===== config.mk =====
export PLATFORM = sky130hd
export DESIGN_NAME = recirc_retorno_flat
export DESIGN_NICKNAME = d
export VERILOG_FILES = /design/src/rtl/recirc_pkg.sv /design/src/rtl/recirc_retorno_if.sv /design/src/rtl/recirc_fifo.sv /design/src/rtl/recirc_retorno.sv /design/src/flat_wrapper.sv
export SDC_FILE = /design/constraint.sdc
export NUM_CORES = 1
export LEC_CHECK = 0
export CAP_MARGIN = 20
export CORE_ASPECT_RATIO = 0.7
export CORE_MARGIN = 2
export CORE_UTILIZATION = 45
export CTS_CLUSTER_SIZE = 20
export DETAILED_ROUTE_END_ITERATION = 8
export PLACE_DENSITY = 0.67
export SETUP_SLACK_MARGIN = 0.05
export SYNTH_ARGS = -nofsm -noshare
export SYNTH_HDL_FRONTEND = slang
export SYNTH_HIERARCHICAL = 1
export SYNTH_SLANG_ARGS = --single-unit

===== constraint.sdc =====
create_clock -name clk -period 3.1 [get_ports clk]
set_clock_uncertainty 0.05 [all_clocks]
set_input_delay 0.31 -clock clk [delete_from_list [all_inputs] [get_ports clk]]
set_output_delay 0.31 -clock clk [all_outputs]
set_load 0.02 [all_outputs]

===== src/rtl/recirc_pkg.sv =====
// recirc_pkg: shared lane count, default widths and lane id type for the recirculation return path
package recirc_pkg;
  localparam int LANES = 4;
  localparam int DATA_W = 8;
  localparam int FIFO_DEPTH = 4;
  typedef logic [1:0] lane_id_t;
endpackage


===== src/rtl/recirc_retorno_if.sv =====
// recirc_retorno_if: lane capture inputs and serialised output stream; drop_count exists only with RECIRC_DROP_CNT_EN
interface recirc_retorno_if import recirc_pkg::*; #(parameter int DATA_W = recirc_pkg::DATA_W);
  logic IDL;
  logic probador_valid0, probador_valid1, probador_valid2, probador_valid3;
  logic [DATA_W-1:0] probador_in0, probador_in1, probador_in2, probador_in3;
  logic out_ready;
  logic [DATA_W-1:0] data_out;
  logic valid_out;
  lane_id_t lane_out;
  logic [LANES-1:0] fifo_full;
  logic overflow;
`ifdef RECIRC_DROP_CNT_EN
  logic [7:0] drop_count;
`endif
  modport master (
`ifdef RECIRC_DROP_CNT_EN
    input drop_count,
`endif
    output IDL, probador_valid0, probador_valid1, probador_valid2, probador_valid3,
    output probador_in0, probador_in1, probador_in2, probador_in3, out_ready,
    input data_out, valid_out, lane_out, fifo_full, overflow
  );
  modport slave (
`ifdef RECIRC_DROP_CNT_EN
    output drop_count,
`endif
    input IDL, probador_valid0, probador_valid1, probador_valid2, probador_valid3,
    input probador_in0, probador_in1, probador_in2, probador_in3, out_ready,
    output data_out, valid_out, lane_out, fifo_full, overflow
  );
endinterface


===== src/rtl/recirc_fifo.sv =====
// recirc_fifo: single-clock FIFO; a push into a full FIFO is accepted only when it is popped in the same cycle
module recirc_fifo import recirc_pkg::*; #(
  parameter int W = DATA_W,
  parameter int D = FIFO_DEPTH
) (
  input  logic         clk,
  input  logic         reset,
  input  logic         push,
  input  logic         pop,
  input  logic [W-1:0] din,
  output logic [W-1:0] dout,
  output logic         empty,
  output logic         full
);
  localparam int AW = $clog2(D);
  logic [W-1:0] mem [D];
  logic [AW-1:0] wp, rp;
  logic [AW:0] cnt;
  logic wr, rd;
  assign rd = pop && !empty;
  assign wr = push && (!full || rd);
  assign empty = cnt == '0;
  assign full = cnt == (AW+1)'(D);
  assign dout = mem[rp];
  always_ff @(posedge clk or posedge reset)
    if (reset) begin
      wp <= '0;
      rp <= '0;
      cnt <= '0;
    end else begin
      if (wr) wp <= wp + 1'b1;
      if (rd) rp <= rp + 1'b1;
      cnt <= cnt + (AW+1)'(wr) - (AW+1)'(rd);
    end
  always_ff @(posedge clk)
    if (wr) mem[wp] <= din;
endmodule


===== src/rtl/recirc_retorno.sv =====
// recirc_retorno: buffers four recirculated lanes and re-serialises them round-robin; RECIRC_DROP_CNT_EN adds drop_count
module recirc_retorno import recirc_pkg::*; #(
  parameter int DATA_W = recirc_pkg::DATA_W,
  parameter int FIFO_DEPTH = recirc_pkg::FIFO_DEPTH
) (
  input logic clk,
  input logic reset,
  recirc_retorno_if.slave bus
);
  logic [DATA_W-1:0] din [LANES];
  logic [DATA_W-1:0] dout [LANES];
  logic [LANES-1:0] push, pop, empty, full, drop;
  lane_id_t rr_ptr, sel;
  logic any, load_ok;
  assign din[0] = bus.probador_in0;
  assign din[1] = bus.probador_in1;
  assign din[2] = bus.probador_in2;
  assign din[3] = bus.probador_in3;
  assign push = {bus.probador_valid3, bus.probador_valid2, bus.probador_valid1, bus.probador_valid0} & {LANES{bus.IDL}};
  for (genvar i = 0; i < LANES; i++) begin : g_lane
    recirc_fifo #(.W(DATA_W), .D(FIFO_DEPTH)) u_fifo (
      .clk(clk), .reset(reset), .push(push[i]), .pop(pop[i]),
      .din(din[i]), .dout(dout[i]), .empty(empty[i]), .full(full[i])
    );
  end
  // descending scan so the lane closest to rr_ptr wins
  always_comb begin
    sel = rr_ptr;
    any = 1'b0;
    for (int k = LANES - 1; k >= 0; k--)
      if (!empty[lane_id_t'(int'(rr_ptr) + k)]) begin
        sel = lane_id_t'(int'(rr_ptr) + k);
        any = 1'b1;
      end
  end
  assign load_ok = !bus.valid_out || bus.out_ready;
  assign pop = (load_ok && any) ? LANES'(1) << sel : '0;
  assign drop = push & full & ~pop;
  assign bus.fifo_full = full;
  always_ff @(posedge clk or posedge reset)
    if (reset) begin
      bus.data_out <= '0;
      bus.valid_out <= 1'b0;
      bus.lane_out <= '0;
      bus.overflow <= 1'b0;
      rr_ptr <= '0;
    end else begin
      if (load_ok) begin
        bus.valid_out <= any;
        if (any) begin
          bus.data_out <= dout[sel];
          bus.lane_out <= sel;
          rr_ptr <= sel + 1'b1;
        end
      end
      if (|drop) bus.overflow <= 1'b1;
    end
`ifdef RECIRC_DROP_CNT_EN
  logic [8:0] drop_sum;
  assign drop_sum = 9'(bus.drop_count) + 9'($countones(drop));
  always_ff @(posedge clk or posedge reset)
    if (reset) bus.drop_count <= '0;
    else bus.drop_count <= drop_sum[8] ? 8'hFF : drop_sum[7:0];
`endif
endmodule


===== src/flat_wrapper.sv =====
// flat-port wrapper written by rule: the top's interface ports become plain ports
module recirc_retorno_flat import recirc_pkg::*;
#(
  parameter int DATA_W = recirc_pkg::DATA_W,
  parameter int FIFO_DEPTH = recirc_pkg::FIFO_DEPTH
)
  (clk, reset, bus_IDL, bus_probador_valid0, bus_probador_valid1, bus_probador_valid2, bus_probador_valid3, bus_probador_in0, bus_probador_in1, bus_probador_in2, bus_probador_in3, bus_out_ready, bus_data_out, bus_valid_out, bus_lane_out, bus_fifo_full, bus_overflow);
  recirc_retorno_if #(.DATA_W(DATA_W)) bus_i ();
  input logic clk;
  input logic reset;
  input wire logic [$bits(bus_i.IDL)-1:0] bus_IDL;
  input wire logic [$bits(bus_i.probador_valid0)-1:0] bus_probador_valid0;
  input wire logic [$bits(bus_i.probador_valid1)-1:0] bus_probador_valid1;
  input wire logic [$bits(bus_i.probador_valid2)-1:0] bus_probador_valid2;
  input wire logic [$bits(bus_i.probador_valid3)-1:0] bus_probador_valid3;
  input wire logic [$bits(bus_i.probador_in0)-1:0] bus_probador_in0;
  input wire logic [$bits(bus_i.probador_in1)-1:0] bus_probador_in1;
  input wire logic [$bits(bus_i.probador_in2)-1:0] bus_probador_in2;
  input wire logic [$bits(bus_i.probador_in3)-1:0] bus_probador_in3;
  input wire logic [$bits(bus_i.out_ready)-1:0] bus_out_ready;
  output wire logic [$bits(bus_i.data_out)-1:0] bus_data_out;
  output wire logic [$bits(bus_i.valid_out)-1:0] bus_valid_out;
  output wire logic [$bits(bus_i.lane_out)-1:0] bus_lane_out;
  output wire logic [$bits(bus_i.fifo_full)-1:0] bus_fifo_full;
  output wire logic [$bits(bus_i.overflow)-1:0] bus_overflow;
  assign bus_i.IDL = bus_IDL;
  assign bus_i.probador_valid0 = bus_probador_valid0;
  assign bus_i.probador_valid1 = bus_probador_valid1;
  assign bus_i.probador_valid2 = bus_probador_valid2;
  assign bus_i.probador_valid3 = bus_probador_valid3;
  assign bus_i.probador_in0 = bus_probador_in0;
  assign bus_i.probador_in1 = bus_probador_in1;
  assign bus_i.probador_in2 = bus_probador_in2;
  assign bus_i.probador_in3 = bus_probador_in3;
  assign bus_i.out_ready = bus_out_ready;
  assign bus_data_out = bus_i.data_out;
  assign bus_valid_out = bus_i.valid_out;
  assign bus_lane_out = bus_i.lane_out;
  assign bus_fifo_full = bus_i.fifo_full;
  assign bus_overflow = bus_i.overflow;
  recirc_retorno #(.DATA_W(DATA_W), .FIFO_DEPTH(FIFO_DEPTH)) u_core (.clk(clk), .reset(reset), .bus(bus_i));
endmodule

==> flow_summary.json, run 1 <==
{
  "status": "finished clean",
  "io_pins": 56,
  "hold_class": "input pin to async pin",
  "antennaDiodeCount": 0,
  "final_cell_mix": "edfxtp_1, clkdlybuf4s50_1, buf_4",
  "place_congestion": 0.865,
  "power_density_mw_per_mm2": 963,
  "clkLatencyLatePin_ps": 420,
  "drt-initial-drc-count": 285,
  "synthesis.nets": 488,
  "cap_violations": 0,
  "dr_total_vias": 4102,
  "crit_family": "simple AND/OR/NAND/NOR gates",
  "final_common_cell": "edfxtp_1",
  "dieHeight_um": 111,
  "dp_hpwl_um": 10300,
  "cts_buffer_depth": 2,
  "root_buffer": "clkbuf_16",
  "setup_viol": 0,
  "regToRegSetupSlack_ps": 80,
  "drc": 0,
  "cpPeakStageDelay_ps": 420,
  "grt_pass1_vias": 4266,
  "fin_crit_sh": 0.975,
  "cp_num_buf_inv": 0,
  "slew_viol_final": 0,
  "dieArea_mm2": 0.0174,
  "wirelength_um": 15100,
  "crit_top_cell": "nand2_2",
  "viasPerCell": 5.32,
  "globalRouteTotalUtil": 0.182,
  "cts_tree": "yes",
  "r2r_end": "u_core/g_lane[3].u_fifo/cnt[2]$_DFF_PP0_",
  "worst_ep_arrival_time_ps": 3310,
  "clock_sinks": 170,
  "seq_area_frac_synth": 0.665,
  "final-hold-violation-count": 0,
  "r2r_cells": 12,
  "yosys.cell_types.count": 47,
  "start_util": 0.456,
  "grt_setup_unrepaired": "yes",
  "cp_cell_sequence": "nor3_4 -> nand2_2 -> o2111ai_4 -> nand2_2 -> and2_4 -> o31ai_4 -> or2_1 -> a21bo_1 -> ha_2 -> fa_2 -> xnor2_2 -> xnor2_1",
  "syn_avg_cell_area_um2": 17.4,
  "syn_inst": 424,
  "leakagePower_nw": 3.43,
  "synth_edf_count": 128,
  "yosysWarnings": 6,
  "grt.overflow.total": 0,
  "rows": 39,
  "fmax_ghz": 0.331,
  "ir_drop_mv": 0.538,
  "grt_pass1_wl_um": 23400,
  "fin_crit_ps": 3020,
  "die_x_um": 157,
  "num-fill-cells": 1223,
  "portBuffers": 55,
  "antenna_found_initial": 0,
  "cts_buffers": 17,
  "r2r_start": "u_core/g_lane[3].u_fifo/cnt[1]$_DFF_PP0_",
  "ys_async_sr_fraction": 0.247,
  "drive_above_1_share": 0.313,
  "relSlewSlack": 0.583,
  "area_growth_pct": 27.3,
  "avgRoutedWirePerCell_um": 19.6,
  "grt_max_degree": 17,
  "nets": 599,
  "hold_ws_ps": 237,
  "drt.antenna.violating_nets": 0,
  "worst_path_max_delay_cell": "dfrtp_1",
  "synthFlopType": "edfxtp_1",
  "finalPower_mw": 9.02,
  "ctsHtreeMaxLevel": 4,
  "end_kind": "flop",
  "worst_pin_slew_ps": 626,
  "ys_ff_latch": 170,
  "crit_type": "flop to flop",
  "cts.clk_slew.worst_paths_ps": 70,
  "startpoint_type": "flop",
  "synth.cell_area_mm2": 0.00736,
  "crit_fanout": 6,
  "cp.required_ps": 3390,
  "coreArea_mm2": 0.0162,
  "firstDrtPassIters": 4
}
metal layers:
metal,up-vias,share of wire,track usage
li1,1835,-,-
met1,2101,0.45,0.262
met2,143,0.48,0.279
met3,23,0.060,0.0399
met4,0,0.016,0.0618
met5,-,0,0
metrics by stage:
step                worst slack [ps]  area [µm²]   util  cells  setup TNS [ps]
floorplan                       51.3        7400      -    424               0
global placement                19.0        8450  0.523    721               0
detailed placement             -68.1        8450  0.523    721            -115
CTS                             60.0        9140  0.566    756               0
global route                   -3.26        9370  0.580    771           -3.26
finish                          78.8        9370  0.580    771               0
cells by family (layout without fill, tap and decap cells):
family,after synthesis,in the layout,synth area share
mux,44,44,0.121
flops,170,170,0.665
simple gates,74,74,0.0637
xor+xnor,21,21,0.0250
fa+ha+maj,24,24,0.0449
compound gates,51,51,0.0585
buf+inv,40,162,0.0223
cells in the mapped netlist (5+ instances only):
master	n	area share
inv_1	26	0.013
buf_1	5	0.0025
nor3_1	5	0.0034
nor2_1	9	0.0046
a221o_1	8	0.011
buf_2	5	0.0034
nand2_1	9	0.0046
mux2_4	9	0.018
o21ai_0	10	0.0068
or2_1	5	0.0042
xnor2_1	17	0.020
mux4_2	32	0.098
and2_1	22	0.019
ha_1	20	0.034
dfrtp_1	42	0.14
a21oi_1	9	0.0061
nand3_1	9	0.0061
edfxtp_1	128	0.52
cell type report:
| class | count | area (µm²) | share of cell area |
|---|---|---|---|
| Sequential cell | 170 | 4900 | 0.523 |
| Clock buffer | 18 | 429 | 0.0458 |
| Clock inverter | 12 | 165 | 0.0176 |
| Inverter | 26 | 97.6 | 0.0104 |
| Tap cell | 225 | 282 | 0.0300 |
| Timing Repair Buffer | 106 | 991 | 0.106 |
| Multi-Input combinational cell | 214 | 2510 | 0.268 |
report_power, final:
part	internal [mW]	switching (mW)
logic	1.85	1.54
clock network	1.27	0.884
registers	2.94	0.540
total	6.05	2.97
worst reg2reg max path, cell delays in order (launching register included):
cell,delay (ps)
dfrtp_1,420
nor3_4,370
nand2_2,140
o2111ai_4,310
nand2_2,140
and2_4,190
o31ai_4,60
or2_1,180
a21bo_1,220
ha_2,180
fa_2,370
xnor2_2,150
xnor2_1,180
worst max-delay path by stage:
stage                                             startpoint                                        to  slack (ps)  cells after the start
finish              u_core/g_lane[3].u_fifo/cnt[1]$_DFF_PP0_  u_core/g_lane[3].u_fifo/cnt[2]$_DFF_PP0_          80                     12
detailed placement  u_core/g_lane[3].u_fifo/cnt[1]$_DFF_PP0_  u_core/g_lane[3].u_fifo/cnt[2]$_DFF_PP0_         -70                     12
global placement                               bus_out_ready  u_core/g_lane[1].u_fifo/cnt[2]$_DFF_PP0_          20                     11
global route        u_core/g_lane[3].u_fifo/cnt[1]$_DFF_PP0_  u_core/g_lane[3].u_fifo/cnt[2]$_DFF_PP0_          -3                     12
CTS                 u_core/g_lane[2].u_fifo/cnt[1]$_DFF_PP0_  u_core/g_lane[3].u_fifo/cnt[2]$_DFF_PP0_          60                     12
floorplan           u_core/g_lane[2].u_fifo/cnt[1]$_DFF_PP0_  u_core/g_lane[2].u_fifo/cnt[2]$_DFF_PP0_          50                     12
registers in the layout, indices dropped and copies added, names as in the netlist:
signal and flops:
u_core/bus.lane_out 2, u_core/rr_ptr 2, u_core/g_lane.u_fifo/mem 128, u_core/g_lane.u_fifo/wp 8, u_core/bus.overflow 1, u_core/g_lane.u_fifo/cnt 12
u_core/g_lane.u_fifo/rp 8, u_core/bus.data_out 8, u_core/bus.valid_out 1
what timing repair did:
action                                  4_1_cts  5_1_grt
pin swaps                                     6       21
buffers inserted                              5       15
endpoints found under the setup margin       30       40
cloned                                        0        0
hold buffers                                  0        0
gates resized for setup                      10       28
Note: power is estimated with default switching activity, not from simulation.
==> run 2: changes to the inputs <==
- GPL_ROUTABILITY_DRIVEN: default -> 0
- SKIP_LAST_GASP: default -> 1
==> results of run 2 <==
Same layout as run 1: the final DEF is identical, and so are final timing and power.
==> RTL edit: new RTL, config.mk and constraints of run 2 <==
Change the package constant `FIFO_DEPTH` from 4 to 8.
--- a/src/rtl/recirc_pkg.sv
+++ b/src/rtl/recirc_pkg.sv
@@ -2,7 +2,7 @@
 package recirc_pkg;
   localparam int LANES = 4;
   localparam int DATA_W = 8;
-  localparam int FIFO_DEPTH = 4;
+  localparam int FIFO_DEPTH = 8;
   typedef logic [1:0] lane_id_t;
 endpackage
 
Check against the original RTL: not equivalent (Yosys sat finds a counterexample within 10 cycles, from zero or initial values and one cycle with reset high).
==> RTL edit against run 2 <==
The run now ends with negative setup slack left. Routed wire length up 91%. Sequential power rose by 70%. Setup slack worse by 190 ps. Sequential cell count up 140. Total power increased by 68%. Synthesized area is 83% higher. Design area increased by 79%. Clock power rose by 73%. Sequential share of layout area increased by 1.5 points. Critical path type unchanged. Largest power group unchanged.
==> RTL edit: results (changes against run 2) <==
Multi-input comb cells: 366 (+71%)
FF-to-FF Start: u_core/g_lane[2].u_fifo/cnt[2]
vias per cell: 5.55 (+4.3%)
Critical Path Fanout Max: 4 (-2)
Post-Syn Area: 13400 µm² (+83%)
met2 wire len: 13900 µm (+93%)
net count after synthesis: 808 (+66%)
Post-Syn Area per Cell: 18.3 µm² (+5.2%)
status: finished, violations left
Place WS: -152 ps (-84.1 ps)
global-route wire length before repair: 43700 µm (+87%)
Post-synth top cells: 256 x edfxtp_1, 64 x mux4_1, 54 x dfrtp_1
Post-CTS Resized: 30 (+20)
worst path arrival time: 3590 ps (+280 ps)
Clock Latency Late Sink: 560 ps (+140 ps)
combinational power: 5.50 mW (+62%)
final HPWL from detailed placement: 19300 µm (+87%)
top cells by area, synth: edfxtp_1 57%, mux4_1 13%, dfrtp_1 10%
initial DRC count: 504 (+77%)
final setup TNS: -1100 ps (-1100 ps)
Async SR Flop Fraction: 0.174 (-0.0729)
Max Root-Sink Buffers: 3 (+1)
final setup fails: 47 (+47)
GRT Overall Usage: 0.186 (+0.00373)
sequential area share after synthesis: 0.672 (+0.00752)
H-tree levels: 1 (-3)
Final WS setup: -107 ps (-186 ps)
multi-input logic portion of the cell area: 0.276 (+0.00840)
worst setup path end: u_core/g_lane[1].u_fifo/cnt[2]
Layout area overhead: 25.1%
placed instance count: 1212 (+68%)
Largest regs: u_core/g_lane.u_fifo/mem (256), u_core/g_lane.u_fifo/cnt (16)
EDFF count, synth: 256 (+100%)
fraction of area in registers: 0.538 (+0.0149)
Layout non-clock buf frac: 0.0918 (-0.0139)
Post-CTS Setup Repair Bufs: 10 (+5)
# nets final: 960 (+60%)
Slew Limit Headroom: 0.516 (-0.0671)
final WL: 28800 µm (+91%)
Fill cells: 2138 (+75%)
met3 usage in global routing: 0.0325 (-0.00736)
vias in the first global route: 7417 (+74%)
P_leak: 6.08 nW (+77%)
Hold Slack: 259 ps (+22.1 ps)
Critical Path Slowest Stage Cell: fa_1
dpl cell area: 15200 µm² (+81%)
Pwr Density: 900 nW/µm² (-6.5%)
routed wl met3: 1420 µm (+55%)
CP bufs+invs: 5 (+5)
largest net degree at the start of global routing: 19 (+2)
cell family with most CP delay: adder cells
Non-clk invs: 30 (+15%)
VDD IR-drop max: 703 µV (+31%)
register share of total power: 0.391 (+0.006)
failing checks: negative setup slack
Worst R2R Path Depth: 16 (+4)
layout cells sized above 1: 0.315 (+0.00144)
## RTL edit: cells by family after synthesis
logic type | share of synthesized area
buffers and inverters | 0.0252
adder cells (fa/ha/maj) | 0.0320
flip-flops | 0.672
multiplexers | 0.170
AO/OA/AOI/OAI | 0.0320
XOR/XNOR | 0.0163
AND/OR/NAND/NOR | 0.0524
## RTL edit: worst min-delay path by stage
| stage | from | endpoint | cells after the start |
|---|---|---|---|
| after floorplan | reset | u_core/g_lane[0].u_fifo/cnt[0] | 1 |
| after global placement | u_core/g_lane[3].u_fifo/wp[0] | u_core/g_lane[3].u_fifo/wp[0] | 1 |
| after detailed placement | u_core/g_lane[1].u_fifo/wp[0] | u_core/g_lane[1].u_fifo/wp[0] | 1 |
| after CTS | reset | u_core/g_lane[3].u_fifo/cnt[3] | 2 |
| after global routing | reset | u_core/g_lane[3].u_fifo/cnt[3] | 2 |
| final | reset | u_core/g_lane[2].u_fifo/cnt[0] | 2 |
